<file path="config.mk">
export PLATFORM = sky130hd
export DESIGN_NAME = sw_ctrl
export DESIGN_NICKNAME = d
export VERILOG_FILES = /design/src/rtl/sw_pkg.sv /design/src/rtl/sw_ctrl_tick_gen.sv /design/src/rtl/sw_ctrl.sv
export SDC_FILE = /design/constraint.sdc
export NUM_CORES = 1
export LEC_CHECK = 0
export CAP_MARGIN = 20
export CORE_AREA = 3 3 118 120
export DETAILED_ROUTE_END_ITERATION = 8
export DIE_AREA = 0 0 121 123
export GPL_TIMING_DRIVEN = 0
export SYNTH_ARGS = -nofsm -noshare
export SYNTH_HDL_FRONTEND = slang
export SYNTH_SLANG_ARGS = --single-unit
</file>
<file path="constraint.sdc">
create_clock -name clk -period 4.7 [get_ports clk]
set_input_delay 0.47 -clock clk [delete_from_list [all_inputs] [get_ports clk]]
set_output_delay 0.47 -clock clk [all_outputs]
set_load 0.01 [all_outputs]
</file>
<file path="src/rtl/sw_pkg.sv">
// Stopwatch shared types and constants.
// Used by the controller and its divider.
package sw_pkg;

  typedef enum logic [1:0] {
    IDLE  = 2'd0,
    RUN   = 2'd1,
    PAUSE = 2'd2
  } state_t;

  localparam int SEC_MAX  = 59;
  localparam int MIN_MAX  = 59;
  localparam int HOUR_MAX = 23;

  localparam int SEC_W  = 6;
  localparam int MIN_W  = 6;
  localparam int HOUR_W = 5;

endpackage

</file>
<file path="src/rtl/sw_ctrl_tick_gen.sv">
// Programmable divider: strobes tick once every num enabled cycles.
// num of 0 or 1 strobes every enabled cycle.
module tick_gen #(
  parameter int DIV_W = 32
) (
  input  logic             clk,
  input  logic             rst_n,
  input  logic             en,
  input  logic             clr,
  input  logic [DIV_W-1:0] num,
  output logic             tick
);

  logic [DIV_W-1:0] r_cnt;
  logic [DIV_W:0]   w_inc;
  logic             w_wrap;

  // count+1 >= num covers num==0 without underflowing num-1
  assign w_inc  = {1'b0, r_cnt} + {{DIV_W{1'b0}}, 1'b1};
  assign w_wrap = w_inc >= {1'b0, num};
  assign tick   = en & ~clr & w_wrap;

  always_ff @(posedge clk or negedge rst_n) begin
    if (!rst_n) begin
      r_cnt <= '0;
    end else if (clr) begin
      r_cnt <= '0;
    end else if (en) begin
      r_cnt <= w_wrap ? '0 : w_inc[DIV_W-1:0];
    end
  end

endmodule

</file>
<file path="src/rtl/sw_ctrl.sv">
// Stopwatch controller: run/pause FSM, h:m:s chain, lap capture.
// The divider strobe advances the chain on the edge it asserts.
module sw_ctrl #(
  parameter int DIV_W    = 32,
  parameter int SEC_MAX  = sw_pkg::SEC_MAX,
  parameter int MIN_MAX  = sw_pkg::MIN_MAX,
  parameter int HOUR_MAX = sw_pkg::HOUR_MAX
) (
  input  logic             clk,
  input  logic             rst_n,
  input  logic [DIV_W-1:0] num,
  input  logic             start,
  input  logic             clr,
  input  logic             lap,
  output logic [5:0]       sec,
  output logic [5:0]       min,
  output logic [4:0]       hour,
  output logic [5:0]       lap_sec,
  output logic [5:0]       lap_min,
  output logic [4:0]       lap_hour,
  output logic             lap_valid,
  output logic             running,
  output logic             tick
);

  import sw_pkg::*;

  state_t r_state;
  state_t w_next;
  logic   w_run_d;
  logic   r_running;
  logic   r_tick;
  logic   w_tick;
  logic   w_en;
  logic   w_lap;

  logic [SEC_W-1:0]  r_sec;
  logic [MIN_W-1:0]  r_min;
  logic [HOUR_W-1:0] r_hour;
  logic [SEC_W-1:0]  r_lsec;
  logic [MIN_W-1:0]  r_lmin;
  logic [HOUR_W-1:0] r_lhour;
  logic              r_lap_valid;

  logic w_sec_wrap;
  logic w_min_wrap;
  logic w_hour_wrap;

  assign w_en  = (r_state == RUN);
  assign w_lap = lap & w_en & ~clr;

  tick_gen #(
    .DIV_W(DIV_W)
  ) u_tick_gen (
    .clk  (clk),
    .rst_n(rst_n),
    .en   (w_en),
    .clr  (clr),
    .num  (num),
    .tick (w_tick)
  );

  always_ff @(posedge clk or negedge rst_n) begin
    if (!rst_n) begin
      r_state   <= IDLE;
      r_running <= 1'b0;
    end else begin
      r_state   <= w_next;
      r_running <= w_run_d;
    end
  end

  always_comb begin
    w_next = r_state;
    if (clr) begin
      w_next = IDLE;
    end else if (start) begin
      case (r_state)
        IDLE:    w_next = RUN;
        RUN:     w_next = PAUSE;
        PAUSE:   w_next = RUN;
        default: w_next = IDLE;
      endcase
    end
  end

  always_comb begin
    w_run_d = (w_next == RUN);
  end

  assign w_sec_wrap  = (r_sec == SEC_W'(SEC_MAX));
  assign w_min_wrap  = (r_min == MIN_W'(MIN_MAX));
  assign w_hour_wrap = (r_hour == HOUR_W'(HOUR_MAX));

  always_ff @(posedge clk or negedge rst_n) begin
    if (!rst_n) begin
      r_sec  <= '0;
      r_min  <= '0;
      r_hour <= '0;
      r_tick <= 1'b0;
    end else if (clr) begin
      r_sec  <= '0;
      r_min  <= '0;
      r_hour <= '0;
      r_tick <= 1'b0;
    end else begin
      r_tick <= w_tick;
      if (w_tick) begin
        if (w_sec_wrap) begin
          r_sec <= '0;
          if (w_min_wrap) begin
            r_min  <= '0;
            r_hour <= w_hour_wrap ? '0 : r_hour + 1'b1;
          end else begin
            r_min <= r_min + 1'b1;
          end
        end else begin
          r_sec <= r_sec + 1'b1;
        end
      end
    end
  end

  // capture uses pre-edge time, so a coincident tick is excluded
  always_ff @(posedge clk or negedge rst_n) begin
    if (!rst_n) begin
      r_lsec      <= '0;
      r_lmin      <= '0;
      r_lhour     <= '0;
      r_lap_valid <= 1'b0;
    end else if (clr) begin
      r_lsec      <= '0;
      r_lmin      <= '0;
      r_lhour     <= '0;
      r_lap_valid <= 1'b0;
    end else begin
      r_lap_valid <= w_lap;
      if (w_lap) begin
        r_lsec  <= r_sec;
        r_lmin  <= r_min;
        r_lhour <= r_hour;
      end
    end
  end

  assign sec       = r_sec;
  assign min       = r_min;
  assign hour      = r_hour;
  assign lap_sec   = r_lsec;
  assign lap_min   = r_lmin;
  assign lap_hour  = r_lhour;
  assign lap_valid = r_lap_valid;
  assign running   = r_running;
  assign tick      = r_tick;

endmodule

</file>
==> metrics.md, run 1 <==
| Metric | Value |
|---|---|
| Hold Fails Final Rpt | `0` |
| Area Growth Syn to Fin | `34.8%` |
| Die X | `121 µm` |
| # port buffers | `72` |
| RR Startpoint | `u_tick_gen.r_cnt[13]` |
| Routability cong. | `0.795` |
| Max clock buf depth | `2` |
| WP data arrival | `4.82 ns` |
| Number of max-cap violations | `0` |
| Via count | `3964` |
| Drt first-iter violations | `214` |
| First-pass GRT wire length | `19700 µm` |
| # DRC | `0` |
| Vias in the first global route | `4070` |
| Largest net degree at the start of global routing | `69` |
| Post-synth EDFFs | `0` |
| Lkg Pwr | `2.82 nW` |
| Clock buffer count from CTS | `9` |
| Maximum clock frequency | `0.219 GHz` |
| Mapped Avg Cell Area | `9.30 µm²` |
| Worst IR Drop VDD | `0.000221 V` |
| Worst setup EP type | `flop` |
| R2R Path End | `hour[3]` |
| Later-pin clock latency in the skew report | `0.33 ns` |
| Netlist cell types | `49` |
| Primary FF master, synth | `dfrtp_1` |
| Syn. warnings | `0` |
| HPWL Detailed | `8430 µm` |
| DRT Wirelength | `11700 µm` |
| CP required | `4.96 ns` |
| Final Cell Area | `6070 µm²` |
| R2R cell count | `15` |
| Setup violators final | `0` |
| Sequential cell area | `1780 µm²` |
| First-pass detailed-route iteration total | `4` |
| CP Launch Type | `flop` |
| Fin crit period | `4.56 ns` |
| Slew Viols, Final | `0` |
| Post-Syn Nets | `557` |
| Status | `complete, no violations` |
| Worst slew margin | `0.387` |
| Layout Skew | `0.00431 ns` |
| Die area | `14900 µm²` |
| Asr flop ratio synth | `1.00` |
| Total gr overflow | `0` |
| Seq cells post-synth | `71` |
| Worst-path clk slew | `0.06 ns` |
| Initial antenna violation count | `0` |
| CTS root buf | `clkbuf_16` |
| GR Util All Layers | `0.164` |
| Worst-path maximum fanout | `7` |
| CTS HTree Levels | `3` |
| Row count | `42` |
| Chip height | `123 µm` |
| Min-Delay Path Class | `in -> async` |
| Critical path class | `reg -> reg` |
| Nets | `652` |
| Placed cell area | `5470 µm²` |
| Worst hold slack | `0.492 ns` |
| Total core area | `13100 µm²` |
| Final period util | `0.971` |
| Power Density | `242 nW/µm²` |
| I/O Pins | `74` |
| # clock sinks | `71` |
| Worst-Margin Slew | `0.916 ns` |
| Post-route antenna net violation count | `0` |
| Area of the multi-input gates | `2650 µm²` |
| Initial Util | `0.344` |
| Synthesized cell area | `4500 µm²` |
| Register area share after synthesis | `0.395` |
| # diodes | `0` |
| Cells after synthesis | `484` |
| TritonCTS clock tree | `done` |
| Layout cell share with drive strength beyond 1 | `0.123` |
| Reg2Reg Setup Slack | `0.14 ns` |
| Fillers | `1247` |
| Via-per-instance ratio | `5.22` |
| Wire per inst | `15.4 µm` |
## worst max-delay path by stage
stage / start / to / slack, ns / cells past startpoint
2_1_floorplan: u_tick_gen.r_cnt[0] / u_tick_gen.r_cnt[13] / 0.14 / 17
3_3_place_gp: u_tick_gen.r_cnt[0] / u_tick_gen.r_cnt[26] / -0.58 / 16
3_5_place_dp: u_tick_gen.r_cnt[0] / u_tick_gen.r_cnt[2] / -0.63 / 16
4_1_cts: u_tick_gen.r_cnt[0] / min[2] / 0.02 / 14
5_1_grt: u_tick_gen.r_cnt[0] / sec[4] / -0.02 / 17
6_report: u_tick_gen.r_cnt[13] / hour[3] / 0.14 / 15
## registers in the layout (all words and copies together), names as in the netlist
| signal | cells |
|---|---|
| u_tick_gen.r_cnt | 32 |
| lap_min | 6 |
| lap_sec | 6 |
| min | 6 |
| sec | 6 |
| hour | 5 |
| lap_hour | 5 |
| r_state | 2 |
| lap_valid | 1 |
| running | 1 |
| tick | 1 |
## where the power goes
part	total [mW]	switching, mW	internal (mW)
combinational	0.144	0.0814	0.0627
clock	0.701	0.260	0.441
sequential	0.623	0.00615	0.617
total	1.47	0.348	1.12
## critical path, stage by stage (launching register included)
cell and delay, ns:
dfrtp_1 0.42, nand4_1 0.21, nor3_4 0.29, nand4_1 0.18, nor3b_2 0.23, and3_1 0.24
xor2_1 0.10, ha_1 0.29, nand3_1 0.14, or4_4 0.61, or4_4 0.47, o32ai_4 0.32
buf_12 0.17, o211ai_4 0.11, or4_1 0.55, a21oi_2 0.15
## kinds of logic after synthesis
| logic type | count (synthesis) | synth area share |
|---|---|---|
| and+or+nand+nor | 146 | 0.176 |
| AOI/OAI and AO/OA | 128 | 0.198 |
| DFF | 71 | 0.395 |
| buffers and inverters | 64 | 0.0539 |
| adders and majority gates | 36 | 0.100 |
| xor gates and xnor gates | 32 | 0.0622 |
| muxes | 7 | 0.0158 |
## final cells by class
type / count / share of cell area
multi-input combinational: 349 / 0.436
buffer: 14 / 0.0111
clock inverter: 4 / 0.00886
timing repair buffer: 89 / 0.145
inverter: 45 / 0.0278
sequential: 71 / 0.293
clock buffer: 12 / 0.0422
tap: 176 / 0.0363
## through the flow
step	utilization	setup WS [ns]	power [mW]	std cells	TNS [ns]
5_1_grt	0.464	-0.0159	1.53	760	-0.0269
4_1_cts	0.450	0.0235	1.48	753	0
6_report	0.464	0.138	1.47	760	0
3_3_place_gp	0.416	-0.582	0.765	732	-17.64
3_5_place_dp	0.418	-0.635	0.773	734	-20.46
2_1_floorplan	-	0.140	0.700	484	0
## layout by cell type (no fill, tap or decap), types with 4 or more instances in the layout
cell	instances
inv_1	45
a31oi_1	7
clkdlybuf4s50_1	71
buf_4	16
or4_1	4
clkbuf_1	8
nand2b_1	4
xor2_1	15
mux2i_1	6
nand2_1	26
a22o_1	30
o21ai_0	16
and2_1	5
and3_1	9
nor2_1	26
nand4_1	11
nor2b_1	7
nor3_1	4
or3_1	8
clkbuf_16	9
dfrtp_1	68
a21oi_1	31
o21ai_1	12
nand3_1	15
ha_1	35
xnor2_1	16
a21o_1	4
## per-layer routing
metal  vias up  part of all wire  GRT usage
li1       1941                 -          -
met1      1910              0.44      0.201
met2       104              0.50      0.289
met3         9             0.054     0.0467
met4         0            0.0080     0.0361
met5         -                 0          0
## Yosys cell counts (all sizes together), types with 7 or more instances
library cell  instances  share of area
o21ai                28          0.031
nand4                13          0.023
a21oi                33          0.037
xor2                 16          0.031
dfrtp                71           0.39
nor2                 29          0.024
nand3                20          0.022
clkbuf               16          0.013
nor3                  7         0.0078
or3                   9          0.013
nand2                27          0.023
inv                  45          0.038
nor2b                 7         0.0097
ha                   36           0.10
and3                  9          0.013
xnor2                16          0.031
a22o                 30          0.058
a31oi                 7         0.0097
## timing repair
| item | in CTS | in global routing |
|---|---|---|
| hold buffers | 1 | 0 |
| pin swaps | 4 | 8 |
| endpoints found under the hold margin | 3 | 0 |
| setup endpoints to repair | 50 | 41 |
| setup buffers | 4 | 10 |
| gates resized for setup | 16 | 32 |
Note: power is estimated with default switching activity, not from simulation.
==> run 2: changes to the inputs <==
CORE_AREA = 3 3 100 141   (was 3 3 118 120)
DIE_AREA = 0 0 103 144   (was 0 0 121 123)
==> run 2 against run 1 <==
Total power fell by 0.55%. Fmax grew 0.38%. Critical path depth up 1. Non-clock buffer count is 5 higher. Critical path type unchanged. Largest cell class unchanged.
==> metrics.md, run 2 (synthesized netlist as in run 1, its figures left out) <==
| Metric | Value |
|---|---|
| Most common cell after layout, fill and taps aside | `clkdlybuf4s50_1` |
| CP Launch Type | `flop` |
| # DRC | `0 (unchanged)` |
| CTS HTree Levels | `3 (unchanged)` |
| Row count | `49 (+17%)` |
| Later-pin clock latency in the skew report | `0.33 ns (about the same)` |
| Drt first-iter violations | `163 (-24%)` |
| Final period util | `0.967 (-0.00364)` |
| Min-Delay Path Class | `in -> async` |
| First-pass GRT wire length | `19600 µm (-0.35%)` |
| HPWL Detailed | `8920 µm (+5.8%)` |
| Worst-path clk slew | `0.05 ns (about the same)` |
| Power Density | `241 nW/µm² (-0.20%)` |
| Area Growth Syn to Fin | `34.4%` |
| Worst hold slack | `0.0552 ns (-0.437 ns)` |
| Setup_tns | `0 ns (unchanged)` |
| Worst IR Drop VDD | `0.000177 V (-20%)` |
| Total core area | `12900 µm² (-1.6%)` |
| TritonCTS clock tree | `done` |
| Fillers | `1222 (-2.0%)` |
| # port buffers | `72 (unchanged)` |
| Slew Viols, Final | `0 (unchanged)` |
| Via-per-instance ratio | `5.41 (+3.8%)` |
| CTS root buf | `clkbuf_16` |
| Total gr overflow | `0 (unchanged)` |
| Initial antenna violation count | `0 (unchanged)` |
| I/O Pins | `74 (unchanged)` |
| Lkg Pwr | `2.83 nW (+0.42%)` |
| WP data arrival | `4.80 ns (-0.02 ns)` |
| Hold Fails Final Rpt | `0 (unchanged)` |
| Area of the multi-input gates | `2630 µm² (-0.71%)` |
| Chip height | `144 µm (+17%)` |
| Unrepaired setup endpoints after global routing | `true` |
| Critical path class | `reg -> reg` |
| Worst-path maximum fanout | `7 (unchanged)` |
| # diodes | `0 (unchanged)` |
| Maximum clock frequency | `0.220 GHz (+0.38%)` |
| Status | `complete, no violations` |
| Nets | `657 (+0.77%)` |
| Clock buffer count from CTS | `9 (unchanged)` |
| Number of max-cap violations | `0 (unchanged)` |
| Layout Skew | `0.00387 ns (-0.000437 ns)` |
| Most frequent cells in the layout | `clkdlybuf4s50_1, dfrtp_1, inv_1` |
| Max clock buf depth | `2 (unchanged)` |
| Vias in the first global route | `4055 (-0.37%)` |
| Die X | `103 µm (-15%)` |
| Wire per inst | `16.4 µm (+6.4%)` |
| Routability cong. | `0.808 (+1.7%)` |
| Largest register FFs | `32 (unchanged)` |
| Worst slew margin | `0.489 (+0.102)` |
| GR Util All Layers | `0.168 (+0.00390)` |
| Worst setup EP type | `flop` |
| Fin crit period | `4.55 ns (-0.0171 ns)` |
| Layout cell share with drive strength beyond 1 | `0.134 (+0.0111)` |
| Die area | `14800 µm² (-0.34%)` |
| Largest Register | `u_tick_gen.r_cnt` |
| Largest net degree at the start of global routing | `48 (-30%)` |
| Sequential cell area | `1780 µm² (unchanged)` |
| DRT Wirelength | `12200 µm (+3.7%)` |
| # clock sinks | `71 (unchanged)` |
| Via count | `4012 (+1.2%)` |
| Initial Util | `0.350 (+0.00562)` |
| Worst-Margin Slew | `0.761 ns (-0.155 ns)` |
| Post-route antenna net violation count | `0 (unchanged)` |
| Setup violators final | `0 (unchanged)` |
| First-pass detailed-route iteration total | `7 (+3)` |
| CP required | `4.96 ns (about the same)` |
[run 2: layer usage]
layer | global-route usage | share of wire | vias to the layer above | wire, µm
li1 | - | - | 1947 | -
met1 | 0.199 | 0.41 | 1968 | 4990
met2 | 0.300 | 0.53 | 89 | 6470
met3 | 0.0396 | 0.048 | 8 | 581
met4 | 0.0491 | 0.0089 | 0 | 108
met5 | 0 | 0 | - | 0
[run 2: worst paths after layout]
kind | startpoint | to | slack (ns) | depth (start not counted)
min in group clk | lap_sec[1] | lap_sec[1] | 0.50 | 1
min reg2reg | lap_sec[1] | lap_sec[1] | 0.50 | 1
max in group asynchronous | rst_n | u_tick_gen.r_cnt[12] | 4.07 | 2
max reg2reg | u_tick_gen.r_cnt[0] | hour[3] | 0.15 | 16
min | rst_n | hour[1] | 0.06 | 1
max | u_tick_gen.r_cnt[0] | hour[3] | 0.15 | 16
[run 2: repair_timing]
action,in CTS,in global routing
hold buffers,0,0
endpoints found under the setup margin,50,41
resized for setup,22,22
pin swaps,5,9
setup buffers,5,15
[run 2: critical path: stages, from the launching register on]
cell	delay, ns
dfrtp_1	0.43
ha_4	0.19
nand3_2	0.12
or3_4	0.46
nor2_4	0.15
nand3_4	0.11
nor2_2	0.16
xor2_1	0.10
ha_1	0.37
nand4_4	0.12
or4_4	0.57
or4_4	0.47
o32ai_4	0.26
buf_12	0.17
o211ai_4	0.11
or4_4	0.54
a21oi_2	0.15
[run 2: layout make-up]
type | instances | area share
Buffer | 14 | 0.0116
Multi-Input combinational cell | 349 | 0.434
Inverter | 45 | 0.0279
Clock buffer | 12 | 0.0424
Clock inverter | 3 | 0.00703
Timing Repair Buffer | 94 | 0.151
Sequential cell | 71 | 0.294
Tap cell | 153 | 0.0316
[run 2: power by group]
part	leakage (nW)	internal (mW)	switching [mW]
combinational	1.70	0.0655	0.0832
sequential	0.984	0.617	0.00551
clock	0.145	0.436	0.253
[run 2: metrics by stage]
stage | instance area [µm²] | util | setup WS (ns) | power (mW) | std cells
after floorplan | 4500 | - | 0.140 | 0.700 | 484
after global placement | 5420 | 0.421 | -0.603 | 0.767 | 709
after detailed placement | 5450 | 0.423 | -0.670 | 0.774 | 711
after CTS | 5860 | 0.455 | 0.00347 | 1.47 | 729
after global routing | 6050 | 0.470 | -0.0361 | 1.52 | 741
final | 6050 | 0.470 | 0.155 | 1.46 | 741
==> run 3: changes to the inputs <==
CORE_AREA = 2 2 119 92   (was 3 3 100 141)
DIE_AREA = 0 0 121 94   (was 0 0 103 144)
PLACE_DENSITY = 0.71   (was not set)
==> run 3 against run 2 <==
Fmax about the same. Worst setup slack better by 0.0029 ns. Sequential share of layout area up 0.11 points. Non-clock buffer count up 3. Sequential cell count unchanged. Sequential power about the same. Die area down 23%. First-iteration DRC count up 94%. Via count up 2.2%. Worst hold slack better by 0.43 ns.
==> metrics.md, run 3 (synthesized netlist as in run 1, its figures left out) <==
| Metric | Value |
|---|---|
| Total gr overflow | `0 (unchanged)` |
| WP data arrival | `4.79 ns (about the same)` |
| Fillers | `809 (-34%)` |
| Worst hold slack | `0.481 ns (+0.426 ns)` |
| Worst-path clk slew | `0.06 ns (about the same)` |
| Post-Place Cells | `694 (-2.4%)` |
| Setup violators final | `0 (unchanged)` |
| GR Util All Layers | `0.212 (+0.0439)` |
| Slowest cell on crit path | `or4_1` |
| Layout cell share with drive strength beyond 1 | `0.137 (+0.00247)` |
| Worst-Margin Slew | `0.835 ns (+0.0748 ns)` |
| Routability cong. | `0.883 (+9.2%)` |
| # port buffers | `72 (unchanged)` |
| Overall power | `1.43 mW (-2.0%)` |
| Most common cell after layout, fill and taps aside | `clkdlybuf4s50_1` |
| First-pass detailed-route iteration total | `4 (-3)` |
| Hold Fails Final Rpt | `0 (unchanged)` |
| # DRC | `0 (unchanged)` |
| Worst slack, placed | `-0.681 ns (-0.0108 ns)` |
| Later-pin clock latency in the skew report | `0.34 ns (about the same)` |
| Critical path class | `reg -> reg` |
| Setup WS post-layout | `0.158 ns (+0.00291 ns)` |
| Vias in the first global route | `3908 (-3.6%)` |
| Via-per-instance ratio | `5.63 (+4.0%)` |
| Met2 Use GR | `0.325 (+0.0257)` |
| Largest net degree at the start of global routing | `68 (+42%)` |
| Wire per inst | `16.0 µm (-2.5%)` |
| GR Layer Usage met3 | `0.0419 (+0.00229)` |
| Worst slew margin | `0.435 (-0.0538)` |
| Die area | `11400 µm² (-23%)` |
| Crit path top cell by count | `or4_4` |
| First-pass GRT wire length | `19000 µm (-3.1%)` |
| Initial Util | `0.445 (+0.0948)` |
| Clock buffer count from CTS | `9 (unchanged)` |
| Nets | `660 (+0.46%)` |
| Lkg Pwr | `2.86 nW (+1.2%)` |
| Final period util | `0.966 (about the same)` |
| Largest Register | `u_tick_gen.r_cnt` |
| HPWL Detailed | `8310 µm (-6.8%)` |
| Chip height | `94 µm (-35%)` |
| Number of max-cap violations | `0 (unchanged)` |
| Most frequent cells in the layout | `clkdlybuf4s50_1, dfrtp_1, inv_1` |
| DRT Wirelength | `11600 µm (-4.2%)` |
| CP cell instances | `ha_4 -> nand3_4 -> or3_4 -> nor2_4 -> nand2_2 -> nor2_1 -> xor2_1 -> ha_1 -> nand4_1 -> or4_4 -> or4_4 -> o32ai_4 -> buf_12 -> o211ai_2 -> or4_1 -> a21oi_1` |
| CP Launch Type | `flop` |
| Initial antenna violation count | `0 (unchanged)` |
| Worst setup EP type | `flop` |
| Min-Delay Path Class | `in -> async` |
| Row count | `32 (-35%)` |
| Post-Layout Cell Count | `728 (-1.8%)` |
| CTS HTree Levels | `3 (unchanged)` |
| Crit-path leading delay family | `simple AND/OR/NAND/NOR gates` |
| Grt peak-use layer | `met2` |
| Largest register FFs | `32 (unchanged)` |
| Drt first-iter violations | `316 (+94%)` |
| Die X | `121 µm (+17%)` |
| Via count | `4099 (+2.2%)` |
| Maximum clock frequency | `0.220 GHz (about the same)` |
| Post-route antenna net violation count | `0 (unchanged)` |
| Fin crit period | `4.54 ns (-0.00291 ns)` |
| CP required | `4.95 ns (about the same)` |
| # diodes | `0 (unchanged)` |
| Max clock buf depth | `2 (unchanged)` |
| Slowest stage delay, CP | `0.54 ns (-0.03 ns)` |
| Total core area | `10100 µm² (-21%)` |
| I/O Pins | `74 (unchanged)` |
| Area of the multi-input gates | `2620 µm² (-0.24%)` |
| # clock sinks | `71 (unchanged)` |
| CTS root buf | `clkbuf_16` |
| Sequential cell area | `1780 µm² (+0.14%)` |
| TritonCTS clock tree | `done` |
| Status | `complete, no violations` |
| Worst IR Drop VDD | `0.000228 V (+29%)` |
| Final core utilization | `0.596 (+0.126)` |
| Area Growth Syn to Fin | `34.0%` |
| Worst-path maximum fanout | `7 (unchanged)` |
| Layout Skew | `0.0107 ns (+0.00678 ns)` |
| CP bufs+invs | `1 (unchanged)` |
| Met1 global-route usage | `0.299 (+0.101)` |
| Power Density | `237 nW/µm² (-1.7%)` |
| Slew Viols, Final | `0 (unchanged)` |
## run 3: changes by cell type in the layout (fill, tap and decap cells not counted), moves of 2 or more
cell	change
inv_6	+2
dfrtp_1	-2
a21oi_1	+2
clkinvlp_4	+2
a21oi_2	-2
buf_2	+2
dfrtp_2	+2
o211ai_2	+2
o211ai_4	-2
## run 3: final cells by class
class,count,area share
Multi-Input combinational cell,349,0.434
Sequential cell,71,0.295
Timing Repair Buffer,96,0.154
Clock buffer,11,0.0419
Tap cell,136,0.0282
Inverter,45,0.0280
Buffer,15,0.0114
Clock inverter,5,0.00663
## run 3: final timing paths
check                           slack (ns)              endpoint  cells past startpoint                start
max in group asynchronous             3.68  u_tick_gen.r_cnt[16]                      3                rst_n
worst max-delay path                  0.16               hour[3]                     16  u_tick_gen.r_cnt[0]
min in group clk                      0.50            lap_min[5]                      1           lap_min[5]
worst min-delay path                  0.48            lap_sec[4]                      2                rst_n
worst max register to register        0.16               hour[3]                     16  u_tick_gen.r_cnt[0]
worst min register to register        0.50            lap_min[5]                      1           lap_min[5]
## run 3: routing by layer
metal	up-vias	routed length, µm
li1	1957	-
met1	1978	5260
met2	150	5370
met3	14	854
met4	0	150
met5	-	0
## run 3: stage by stage
stage	cell area (µm²)	setup TNS, ns
after floorplan	4500	0
after global placement	5390	-18.22
after detailed placement	5420	-22.76
after CTS	5840	0
after global routing	6040	-0.466
final	6040	0
## run 3: timing repair
item                                   4_1_cts  5_1_grt
setup endpoints to repair                   50       44
buffers inserted                             6       15
hold buffers                                 1        0
pin swaps                                    6        8
endpoints found under the hold margin        4        0
gates resized for setup                     17       27
gates cloned                                 0        0
## run 3: where the power goes
group	switching (mW)	internal, mW
logic	0.0815	0.0641
clock network	0.273	0.390
registers	0.00589	0.617
